[src/rtl/lieat_exu_lsu_oq_if.sv]
// lieat_exu_lsu_oq_if: handshake/bus bundle for the EXU load/store unit
//  flush_req            pipeline flush
//  lsu_i_*              issue side: valid/ready, pc/imm/src1/src2, load/store, size, usign, rd, rdwen
//  lsu_req_*            bus request: valid/ready, ren/wen, addr, wdata, flag {usign,size}
//  lsu_rsp_*            bus response: valid/ready, rdata
//  lsu_o_*              writeback: valid/ready, pc, data, rd, wen, misalign
//  mmio_*               local MMIO side port: wen, addr (16-bit offset), wdata, rdata
//  slave = LSU view, master = environment view
interface lieat_exu_lsu_oq_if #(
  parameter int XLEN    = 32,
  parameter int REG_IDX = 5
);
  logic               flush_req;
  logic               lsu_i_valid, lsu_i_ready;
  logic [XLEN-1:0]    lsu_i_pc, lsu_i_imm, lsu_i_src1, lsu_i_src2;
  logic               lsu_i_load, lsu_i_store;
  logic [1:0]         lsu_i_size;
  logic               lsu_i_usign;
  logic [REG_IDX-1:0] lsu_i_rd;
  logic               lsu_i_rdwen;
  logic               lsu_req_valid, lsu_req_ready, lsu_req_ren, lsu_req_wen;
  logic [XLEN-1:0]    lsu_req_addr, lsu_req_wdata;
  logic [2:0]         lsu_req_flag;
  logic               lsu_rsp_valid, lsu_rsp_ready;
  logic [XLEN-1:0]    lsu_rsp_rdata;
  logic               lsu_o_valid, lsu_o_ready;
  logic [XLEN-1:0]    lsu_o_pc, lsu_o_data;
  logic [REG_IDX-1:0] lsu_o_rd;
  logic               lsu_o_wen, lsu_o_misalign;
  logic               mmio_wen;
  logic [15:0]        mmio_addr;
  logic [XLEN-1:0]    mmio_wdata, mmio_rdata;
  modport slave (
    input  flush_req, lsu_i_valid, lsu_i_pc, lsu_i_imm, lsu_i_src1, lsu_i_src2, lsu_i_load, lsu_i_store,
           lsu_i_size, lsu_i_usign, lsu_i_rd, lsu_i_rdwen, lsu_req_ready, lsu_rsp_valid, lsu_rsp_rdata,
           lsu_o_ready, mmio_rdata,
    output lsu_i_ready, lsu_req_valid, lsu_req_ren, lsu_req_wen, lsu_req_addr, lsu_req_wdata, lsu_req_flag,
           lsu_rsp_ready, lsu_o_valid, lsu_o_pc, lsu_o_data, lsu_o_rd, lsu_o_wen, lsu_o_misalign,
           mmio_wen, mmio_addr, mmio_wdata
  );
  modport master (
    output flush_req, lsu_i_valid, lsu_i_pc, lsu_i_imm, lsu_i_src1, lsu_i_src2, lsu_i_load, lsu_i_store,
           lsu_i_size, lsu_i_usign, lsu_i_rd, lsu_i_rdwen, lsu_req_ready, lsu_rsp_valid, lsu_rsp_rdata,
           lsu_o_ready, mmio_rdata,
    input  lsu_i_ready, lsu_req_valid, lsu_req_ren, lsu_req_wen, lsu_req_addr, lsu_req_wdata, lsu_req_flag,
           lsu_rsp_ready, lsu_o_valid, lsu_o_pc, lsu_o_data, lsu_o_rd, lsu_o_wen, lsu_o_misalign,
           mmio_wen, mmio_addr, mmio_wdata
  );
endinterface

[src/rtl/lieat_exu_lsu_oq.sv]
// lieat_exu_lsu_oq: EXU load/store unit with in-order outstanding bus tracking and local MMIO side port
//  clock, reset (async, active-low); io: lieat_exu_lsu_oq_if.slave (issue, bus req/rsp, writeback, MMIO)
//  Optional macro LIEAT_LSU_MISALIGN_EN: misaligned H/W ops complete locally with lsu_o_misalign=1
module lieat_exu_lsu_oq #(
  parameter int              XLEN      = 32,
  parameter int              REG_IDX   = 5,
  parameter int              OSTD      = 2,
  parameter logic [XLEN-1:0] MMIO_BASE = 32'h0200_0000,
  parameter logic [XLEN-1:0] MMIO_MASK = 32'hFFFF_0000
) (
  input logic               clock,
  input logic               reset,
  lieat_exu_lsu_oq_if.slave io
);
  localparam int AW = OSTD > 1 ? $clog2(OSTD) : 1;
  localparam int CW = $clog2(OSTD + 1);
  logic               s_valid, s_load, s_store, s_usign, s_rdwen;
  logic [1:0]         s_size;
  logic [XLEN-1:0]    s_pc, s_addr, s_wdata;
  logic [REG_IDX-1:0] s_rd;
  logic [XLEN-1:0]    f_pc [OSTD];
  logic [REG_IDX-1:0] f_rd [OSTD];
  logic [OSTD-1:0]    f_wen, f_drop;
  logic [AW-1:0]      wptr, rptr;
  logic [CW-1:0]      cnt;
  logic mmio_hit, misal, empty, full, req_hs, rsp_hs, bus_out, local_ok, local_hs, stage_leave, acc;
  assign mmio_hit = (s_addr & MMIO_MASK) == MMIO_BASE;
`ifdef LIEAT_LSU_MISALIGN_EN
  assign misal = (s_size == 2'd1 & s_addr[0]) | (s_size == 2'd2 & s_addr[1:0] != 2'd0);
`else
  assign misal = 1'b0;
`endif
  assign empty = cnt == '0;
  assign full  = cnt == CW'(OSTD);
  assign io.lsu_req_valid = s_valid & ~mmio_hit & ~misal & ~io.flush_req & ~full;
  assign io.lsu_req_ren   = s_load;
  assign io.lsu_req_wen   = s_store;
  assign io.lsu_req_addr  = s_addr;
  assign io.lsu_req_wdata = s_wdata;
  assign io.lsu_req_flag  = {s_usign, s_size};
  assign req_hs = io.lsu_req_valid & io.lsu_req_ready;
  // dropped heads are drained unconditionally; live heads follow writeback backpressure
  assign io.lsu_rsp_ready = ~empty & (f_drop[rptr] | io.lsu_o_ready);
  assign rsp_hs  = io.lsu_rsp_valid & io.lsu_rsp_ready;
  assign bus_out = io.lsu_rsp_valid & ~empty & ~f_drop[rptr];
  // local completion (MMIO or misalign) waits for an empty FIFO to keep program order
  assign local_ok = s_valid & empty & (mmio_hit | misal);
  assign io.lsu_o_valid    = ~io.flush_req & (bus_out | local_ok);
  assign io.lsu_o_pc       = bus_out ? f_pc[rptr] : s_pc;
  assign io.lsu_o_data     = bus_out ? io.lsu_rsp_rdata : misal ? s_addr : io.mmio_rdata;
  assign io.lsu_o_rd       = bus_out ? f_rd[rptr] : s_rd;
  assign io.lsu_o_wen      = bus_out ? f_wen[rptr] : s_rdwen & ~misal;
  assign io.lsu_o_misalign = ~bus_out & misal;
  assign local_hs    = local_ok & io.lsu_o_valid & io.lsu_o_ready;
  assign io.mmio_wen   = local_hs & ~misal & s_store;
  assign io.mmio_addr  = s_addr[15:0];
  assign io.mmio_wdata = s_wdata;
  assign stage_leave    = req_hs | local_hs | io.flush_req;
  assign io.lsu_i_ready = ~s_valid | stage_leave;
  assign acc = io.lsu_i_valid & io.lsu_i_ready;
  always_ff @(posedge clock or negedge reset) begin
    if (!reset) begin
      s_valid <= 1'b0;
      cnt     <= '0;
      wptr    <= '0;
      rptr    <= '0;
      f_drop  <= '0;
    end else begin
      s_valid <= acc | (s_valid & ~stage_leave);
      cnt     <= cnt + CW'(req_hs) - CW'(rsp_hs);
      if (req_hs) wptr <= wptr == AW'(OSTD - 1) ? '0 : wptr + 1'b1;
      if (rsp_hs) rptr <= rptr == AW'(OSTD - 1) ? '0 : rptr + 1'b1;
      f_drop <= io.flush_req ? '1 : f_drop & ~(OSTD'(req_hs) << wptr);
    end
  end
  always_ff @(posedge clock) begin
    if (acc) begin
      s_pc    <= io.lsu_i_pc;
      s_addr  <= io.lsu_i_src1 + io.lsu_i_imm;
      s_wdata <= io.lsu_i_src2;
      s_load  <= io.lsu_i_load;
      s_store <= io.lsu_i_store;
      s_size  <= io.lsu_i_size;
      s_usign <= io.lsu_i_usign;
      s_rd    <= io.lsu_i_rd;
      s_rdwen <= io.lsu_i_rdwen;
    end
    if (req_hs) begin
      f_pc[wptr]  <= s_pc;
      f_rd[wptr]  <= s_rd;
      f_wen[wptr] <= s_rdwen;
    end
  end
endmodule

[src/flat_wrapper.sv]
// flat-port wrapper written by rule: the top's interface ports become plain ports
module lieat_exu_lsu_oq_flat 
#(
  parameter int              XLEN      = 32,
  parameter int              REG_IDX   = 5,
  parameter int              OSTD      = 2,
  parameter logic [XLEN-1:0] MMIO_BASE = 32'h0200_0000,
  parameter logic [XLEN-1:0] MMIO_MASK = 32'hFFFF_0000
)
  (clock, reset, io_flush_req, io_lsu_i_valid, io_lsu_i_pc, io_lsu_i_imm, io_lsu_i_src1, io_lsu_i_src2, io_lsu_i_load, io_lsu_i_store, io_lsu_i_size, io_lsu_i_usign, io_lsu_i_rd, io_lsu_i_rdwen, io_lsu_req_ready, io_lsu_rsp_valid, io_lsu_rsp_rdata, io_lsu_o_ready, io_mmio_rdata, io_lsu_i_ready, io_lsu_req_valid, io_lsu_req_ren, io_lsu_req_wen, io_lsu_req_addr, io_lsu_req_wdata, io_lsu_req_flag, io_lsu_rsp_ready, io_lsu_o_valid, io_lsu_o_pc, io_lsu_o_data, io_lsu_o_rd, io_lsu_o_wen, io_lsu_o_misalign, io_mmio_wen, io_mmio_addr, io_mmio_wdata);
  lieat_exu_lsu_oq_if #(.XLEN(XLEN), .REG_IDX(REG_IDX)) io_i ();
  input logic clock;
  input logic reset;
  input wire logic [$bits(io_i.flush_req)-1:0] io_flush_req;
  input wire logic [$bits(io_i.lsu_i_valid)-1:0] io_lsu_i_valid;
  input wire logic [$bits(io_i.lsu_i_pc)-1:0] io_lsu_i_pc;
  input wire logic [$bits(io_i.lsu_i_imm)-1:0] io_lsu_i_imm;
  input wire logic [$bits(io_i.lsu_i_src1)-1:0] io_lsu_i_src1;
  input wire logic [$bits(io_i.lsu_i_src2)-1:0] io_lsu_i_src2;
  input wire logic [$bits(io_i.lsu_i_load)-1:0] io_lsu_i_load;
  input wire logic [$bits(io_i.lsu_i_store)-1:0] io_lsu_i_store;
  input wire logic [$bits(io_i.lsu_i_size)-1:0] io_lsu_i_size;
  input wire logic [$bits(io_i.lsu_i_usign)-1:0] io_lsu_i_usign;
  input wire logic [$bits(io_i.lsu_i_rd)-1:0] io_lsu_i_rd;
  input wire logic [$bits(io_i.lsu_i_rdwen)-1:0] io_lsu_i_rdwen;
  input wire logic [$bits(io_i.lsu_req_ready)-1:0] io_lsu_req_ready;
  input wire logic [$bits(io_i.lsu_rsp_valid)-1:0] io_lsu_rsp_valid;
  input wire logic [$bits(io_i.lsu_rsp_rdata)-1:0] io_lsu_rsp_rdata;
  input wire logic [$bits(io_i.lsu_o_ready)-1:0] io_lsu_o_ready;
  input wire logic [$bits(io_i.mmio_rdata)-1:0] io_mmio_rdata;
  output wire logic [$bits(io_i.lsu_i_ready)-1:0] io_lsu_i_ready;
  output wire logic [$bits(io_i.lsu_req_valid)-1:0] io_lsu_req_valid;
  output wire logic [$bits(io_i.lsu_req_ren)-1:0] io_lsu_req_ren;
  output wire logic [$bits(io_i.lsu_req_wen)-1:0] io_lsu_req_wen;
  output wire logic [$bits(io_i.lsu_req_addr)-1:0] io_lsu_req_addr;
  output wire logic [$bits(io_i.lsu_req_wdata)-1:0] io_lsu_req_wdata;
  output wire logic [$bits(io_i.lsu_req_flag)-1:0] io_lsu_req_flag;
  output wire logic [$bits(io_i.lsu_rsp_ready)-1:0] io_lsu_rsp_ready;
  output wire logic [$bits(io_i.lsu_o_valid)-1:0] io_lsu_o_valid;
  output wire logic [$bits(io_i.lsu_o_pc)-1:0] io_lsu_o_pc;
  output wire logic [$bits(io_i.lsu_o_data)-1:0] io_lsu_o_data;
  output wire logic [$bits(io_i.lsu_o_rd)-1:0] io_lsu_o_rd;
  output wire logic [$bits(io_i.lsu_o_wen)-1:0] io_lsu_o_wen;
  output wire logic [$bits(io_i.lsu_o_misalign)-1:0] io_lsu_o_misalign;
  output wire logic [$bits(io_i.mmio_wen)-1:0] io_mmio_wen;
  output wire logic [$bits(io_i.mmio_addr)-1:0] io_mmio_addr;
  output wire logic [$bits(io_i.mmio_wdata)-1:0] io_mmio_wdata;
  assign io_i.flush_req = io_flush_req;
  assign io_i.lsu_i_valid = io_lsu_i_valid;
  assign io_i.lsu_i_pc = io_lsu_i_pc;
  assign io_i.lsu_i_imm = io_lsu_i_imm;
  assign io_i.lsu_i_src1 = io_lsu_i_src1;
  assign io_i.lsu_i_src2 = io_lsu_i_src2;
  assign io_i.lsu_i_load = io_lsu_i_load;
  assign io_i.lsu_i_store = io_lsu_i_store;
  assign io_i.lsu_i_size = io_lsu_i_size;
  assign io_i.lsu_i_usign = io_lsu_i_usign;
  assign io_i.lsu_i_rd = io_lsu_i_rd;
  assign io_i.lsu_i_rdwen = io_lsu_i_rdwen;
  assign io_i.lsu_req_ready = io_lsu_req_ready;
  assign io_i.lsu_rsp_valid = io_lsu_rsp_valid;
  assign io_i.lsu_rsp_rdata = io_lsu_rsp_rdata;
  assign io_i.lsu_o_ready = io_lsu_o_ready;
  assign io_i.mmio_rdata = io_mmio_rdata;
  assign io_lsu_i_ready = io_i.lsu_i_ready;
  assign io_lsu_req_valid = io_i.lsu_req_valid;
  assign io_lsu_req_ren = io_i.lsu_req_ren;
  assign io_lsu_req_wen = io_i.lsu_req_wen;
  assign io_lsu_req_addr = io_i.lsu_req_addr;
  assign io_lsu_req_wdata = io_i.lsu_req_wdata;
  assign io_lsu_req_flag = io_i.lsu_req_flag;
  assign io_lsu_rsp_ready = io_i.lsu_rsp_ready;
  assign io_lsu_o_valid = io_i.lsu_o_valid;
  assign io_lsu_o_pc = io_i.lsu_o_pc;
  assign io_lsu_o_data = io_i.lsu_o_data;
  assign io_lsu_o_rd = io_i.lsu_o_rd;
  assign io_lsu_o_wen = io_i.lsu_o_wen;
  assign io_lsu_o_misalign = io_i.lsu_o_misalign;
  assign io_mmio_wen = io_i.mmio_wen;
  assign io_mmio_addr = io_i.mmio_addr;
  assign io_mmio_wdata = io_i.mmio_wdata;
  lieat_exu_lsu_oq #(.XLEN(XLEN), .REG_IDX(REG_IDX), .OSTD(OSTD), .MMIO_BASE(MMIO_BASE), .MMIO_MASK(MMIO_MASK)) u_core (.clock(clock), .reset(reset), .io(io_i));
endmodule
[config.mk]
export PLATFORM = sky130hd
export DESIGN_NAME = lieat_exu_lsu_oq_flat
export DESIGN_NICKNAME = d
export VERILOG_FILES = /design/src/rtl/lieat_exu_lsu_oq_if.sv /design/src/rtl/lieat_exu_lsu_oq.sv /design/src/flat_wrapper.sv
export SDC_FILE = /design/constraint.sdc
export NUM_CORES = 1
export LEC_CHECK = 0
export ABC_AREA = 1
export CELL_PAD_IN_SITES_DETAIL_PLACEMENT = 1
export CELL_PAD_IN_SITES_GLOBAL_PLACEMENT = 2
export CORE_ASPECT_RATIO = 1.4
export CORE_UTILIZATION = 25
export CTS_CLUSTER_DIAMETER = 100
export DETAILED_ROUTE_END_ITERATION = 8
export PLACE_DENSITY_LB_ADDON = 0.1
export REMOVE_ABC_BUFFERS = 1
export SYNTH_ARGS = -nofsm -noshare
export SYNTH_HDL_FRONTEND = slang
export SYNTH_SLANG_ARGS = --single-unit
[constraint.sdc]
create_clock -name clock -period 4.6 [get_ports clock]
set_clock_uncertainty 0.15 [all_clocks]
set_input_delay 0.69 -clock clock [delete_from_list [all_inputs] [get_ports clock]]
set_output_delay 0.69 -clock clock [all_outputs]
set_load 0.01 [all_outputs]
==> impl_metrics.sql <==
INSERT INTO impl_metrics (metric_group, metric, value, unit) VALUES
('yosys', 'combinational_family_with_the_most_area_after_synthesis', 'simple AND/OR/NAND/NOR gates', ''),
('clock_tree', 'cts_made_buffers', '17', ''),
('sta', 'fin_ws', '909.6', 'ps'),
('worst_setup_path', 'ff2ff_path_depth', '9', ''),
('yosys', 'synth-simple-area-share', '22.00', '%'),
('clock_tree', 'postCtsSetupRepairBufs', '0', ''),
('yosys', 'post_synth_xor_area_fraction', '1.778', '%'),
('place', 'post_place_setup_slack', '908.9', 'ps'),
('clock_tree', 'post_cts_resized', '0', ''),
('routing', 'final_antenna_net_count', '0', ''),
('place', 'hpwlAfterDp', '28160', 'um'),
('sta', 'setup_violations', '0', ''),
('grt', 'grt_pass1_vias', '8634', ''),
('yosys', 'compound_gate_fraction_of_synth_area', '4.128', '%'),
('grt', 'grt_use_total', '17.58', '%'),
('yosys', 'avgSynthCellArea', '9.122', 'um^2'),
('hold_path', 'hp-class', 'flip-flop to flip-flop', ''),
('run', 'max_cap_viol_count', '0', ''),
('sta', 'finalWorstPathRequiredPeriod', '3690', 'ps'),
('status', 'status', 'finished, final reports clean', ''),
('yosys', 'synth_warnings', '0', ''),
('worst_setup_path', 'r2r_end', 'u_core.s_rd[2]$_DFFE_PP_', ''),
('yosys', 'async_reset_ff_share', '3.684', '%'),
('worst_setup_path', 'startpoint_type', 'primary input', ''),
('sta', 'rsz0062_at_grt', 'no', ''),
('grt', 'global_route.overflow_total', '0', ''),
('finish', 'n_fill_cell', '4458', ''),
('yosys', 'yosys.cell_types.count', '29', ''),
('clock_tree', 'clk-insertion-delay-late', '450', 'ps'),
('floorplanning', 'num_rows', '85', ''),
('floorplanning', 'dieArea', '0.04022', 'mm^2'),
('floorplanning', 'boundaryPins', '403', ''),
('routing', 'finalWirelength', '35010', 'um'),
('worst_setup_path', 'critical_path_arrival', '2850', 'ps'),
('sta', 'fin_hold_ws', '331.1', 'ps'),
('grt', 'grt_max_degree', '61', ''),
('clock_tree', 'cts.htree.levels', '4', ''),
('power_and_ir_drop', 'vdd.ir_drop.worst', '203.2', 'uV'),
('clock_tree', 'cts-hold-fix-buffers', '0', ''),
('worst_setup_path', 'critical_path_class', 'primary input to primary output', ''),
('worst_setup_path', 'worstPathRequired', '3760', 'ps'),
('sta', 'slew_violations', '0', ''),
('finish', 'finish.net_count', '1682', ''),
('power_and_ir_drop', 'power.total', '5195', 'uW'),
('routing', 'drt_drc_violations_left', '0', ''),
('floorplanning', 'floorplan.die.height', '236.9', 'um'),
('hold_path', 'hold_path_origin', 'u_core.s_pc[8]$_DFFE_PP_', ''),
('finish', 'layout.cells.most_common', 'sky130_fd_sc_hd__nand2_1', ''),
('hold_path', 'hold_depth', '0', ''),
('finish', 'areaGrowthSynthToFinish', '50.17', '%'),
('finish', 'drive_above_1_share', '3.653', '%'),
('yosys', 'postSynthRegisterBits', '190', ''),
('grt', 'grt_antenna_before_repair', '3', ''),
('finish', 'most-common-layout-cells', 'sky130_fd_sc_hd__nand2_1, sky130_fd_sc_hd__clkdlybuf4s50_1, sky130_fd_sc_hd__edfxtp_1, sky130_fd_sc_hd__inv_1, sky130_fd_sc_hd__nor2_1', ''),
('floorplanning', 'core_region_area', '0.03861', 'mm^2'),
('worst_setup_path', 'worstPathMaxFanout', '60', ''),
('yosys', 'synth_enable_flop_cells', '183', ''),
('clock_tree', 'cts_tree', 'done', ''),
('yosys', 'synth-seq-area-share', '57.56', '%'),
('power_and_ir_drop', 'p_leak', '0.006190', 'uW'),
('finish', 'finalCoreUtilization', '38.32', '%'),
('routing', 'drt-initial-drc-count', '334', ''),
('place', 'gp_congestion', '0.8147', ''),
('floorplanning', 'starting_utilization_of_the_core_area', '25.52', '%'),
('power_and_ir_drop', 'power-per-cell-area', '351.2', 'mW/mm^2'),
('grt', 'global_route_wire_length_before_repair', '52050', 'um'),
('routing', 'routed_vias', '8318', ''),
('place', 'numPortBuffers', '401', ''),
('sta', 'achievable-frequency', '0.2710', 'GHz'),
('floorplanning', 'chipWidth', '169.8', 'um'),
('yosys', 'adder_cell_share_of_the_synthesized_area', '4.394', '%');
power breakdown:
group	switching (uW)	internal [uW]	total, uW
Sequential	87.5	2100	2190
Clock	789	754	1540
Combinational	794	671	1460
Total	1670	3520	5200
routing by layer:
| metal | wire (um) | GRT usage, % | vias up |
|---|---|---|---|
| met2 | 19680 | 33.79 | 178 |
| met5 | 31 | 0 | - |
| li1 | - | - | 4152 |
| met4 | 553 | 5.569 | 4 |
| met1 | 13530 | 19.50 | 3954 |
| met3 | 1207 | 2.474 | 30 |
kinds of logic (layout without fill, tap and decap cells):
kind of cell,after synthesis,count (layout)
xor gates and xnor gates,20,20
other,1,3
AOI/OAI and AO/OA,69,69
adders and majority gates,34,34
buffers and inverters,209,580
and+or+nand+nor,557,557
DFF,190,190
critical path, stage by stage:
cell	delay, ps
sky130_fd_sc_hd__clkdlybuf4s50_1	460
sky130_fd_sc_hd__o21a_1	150
sky130_fd_sc_hd__nand2_2	70
sky130_fd_sc_hd__clkinv_2	310
sky130_fd_sc_hd__buf_12	290
sky130_fd_sc_hd__nor2_1	80
sky130_fd_sc_hd__a31oi_1	180
sky130_fd_sc_hd__clkdlybuf4s50_1	580
worst max-delay path by stage:
stage / to / slack, ps / cells past startpoint
finish: io_lsu_o_pc[5] / 910 / 8
global route: io_lsu_o_pc[2] / 740 / 8
CTS: io_lsu_o_pc[2] / 900 / 8
detailed placement: io_lsu_o_pc[2] / 910 / 8
global placement: io_lsu_o_pc[2] / 940 / 8
floorplan: u_core.io.lsu_req_addr[0]$_DFFE_PP_ / 520 / 5
final cells by class:
type | count | area, um^2 | share of cell area [%]
multi-input cells | 681 | 3201 | 21.63
well taps | 522 | 653.1 | 4.415
clock buffers | 17 | 425.4 | 2.876
diodes | 2 | 5.005 | 0.03383
repair buffers | 411 | 4126 | 27.89
clock inverters | 15 | 193.9 | 1.311
flip-flops and latches | 190 | 5672 | 38.34
inverters | 137 | 518.0 | 3.501
flip-flops by register name, summed over array words and instances (netlist names):
register and flops:
u_core.f_wen 2, u_core.f_drop 2, u_core.io.lsu_req_addr 32, u_core.rptr 1
u_core.io.lsu_req_ren 1, u_core.s_pc 32, u_core.f_rd 10, u_core.s_rd 5
u_core.s_usign 1, u_core.s_valid 1, u_core.s_rdwen 1, u_core.cnt 2
u_core.wptr 1, u_core.f_pc 64, u_core.io.lsu_req_wdata 32, u_core.io.lsu_req_wen 1
u_core.s_size 2
through the flow:
stage,instances,instance area (um^2)
2_1_floorplan,1008,9370
3_3_place_gp,1941,14170
3_5_place_dp,1941,14170
4_1_cts,1973,14790
5_1_grt,1974,14790
6_report,1975,14790
cell usage after synthesis (10+ instances only):
cell type,n,area (um^2)
sky130_fd_sc_hd__inv_1,135,506.7
sky130_fd_sc_hd__a31oi_1,38,237.7
sky130_fd_sc_hd__xor2_1,17,148.9
sky130_fd_sc_hd__nor2_1,88,330.3
sky130_fd_sc_hd__nand2_1,422,1584
sky130_fd_sc_hd__edfxtp_1,183,5495
sky130_fd_sc_hd__buf_2,10,50.05
sky130_fd_sc_hd__ha_1,33,412.9
sky130_fd_sc_hd__buf_4,53,397.9
sky130_fd_sc_hd__nand3_1,25,125.1
sky130_fd_sc_hd__a21oi_1,21,105.1
Power figures use the tool's default switching activity.
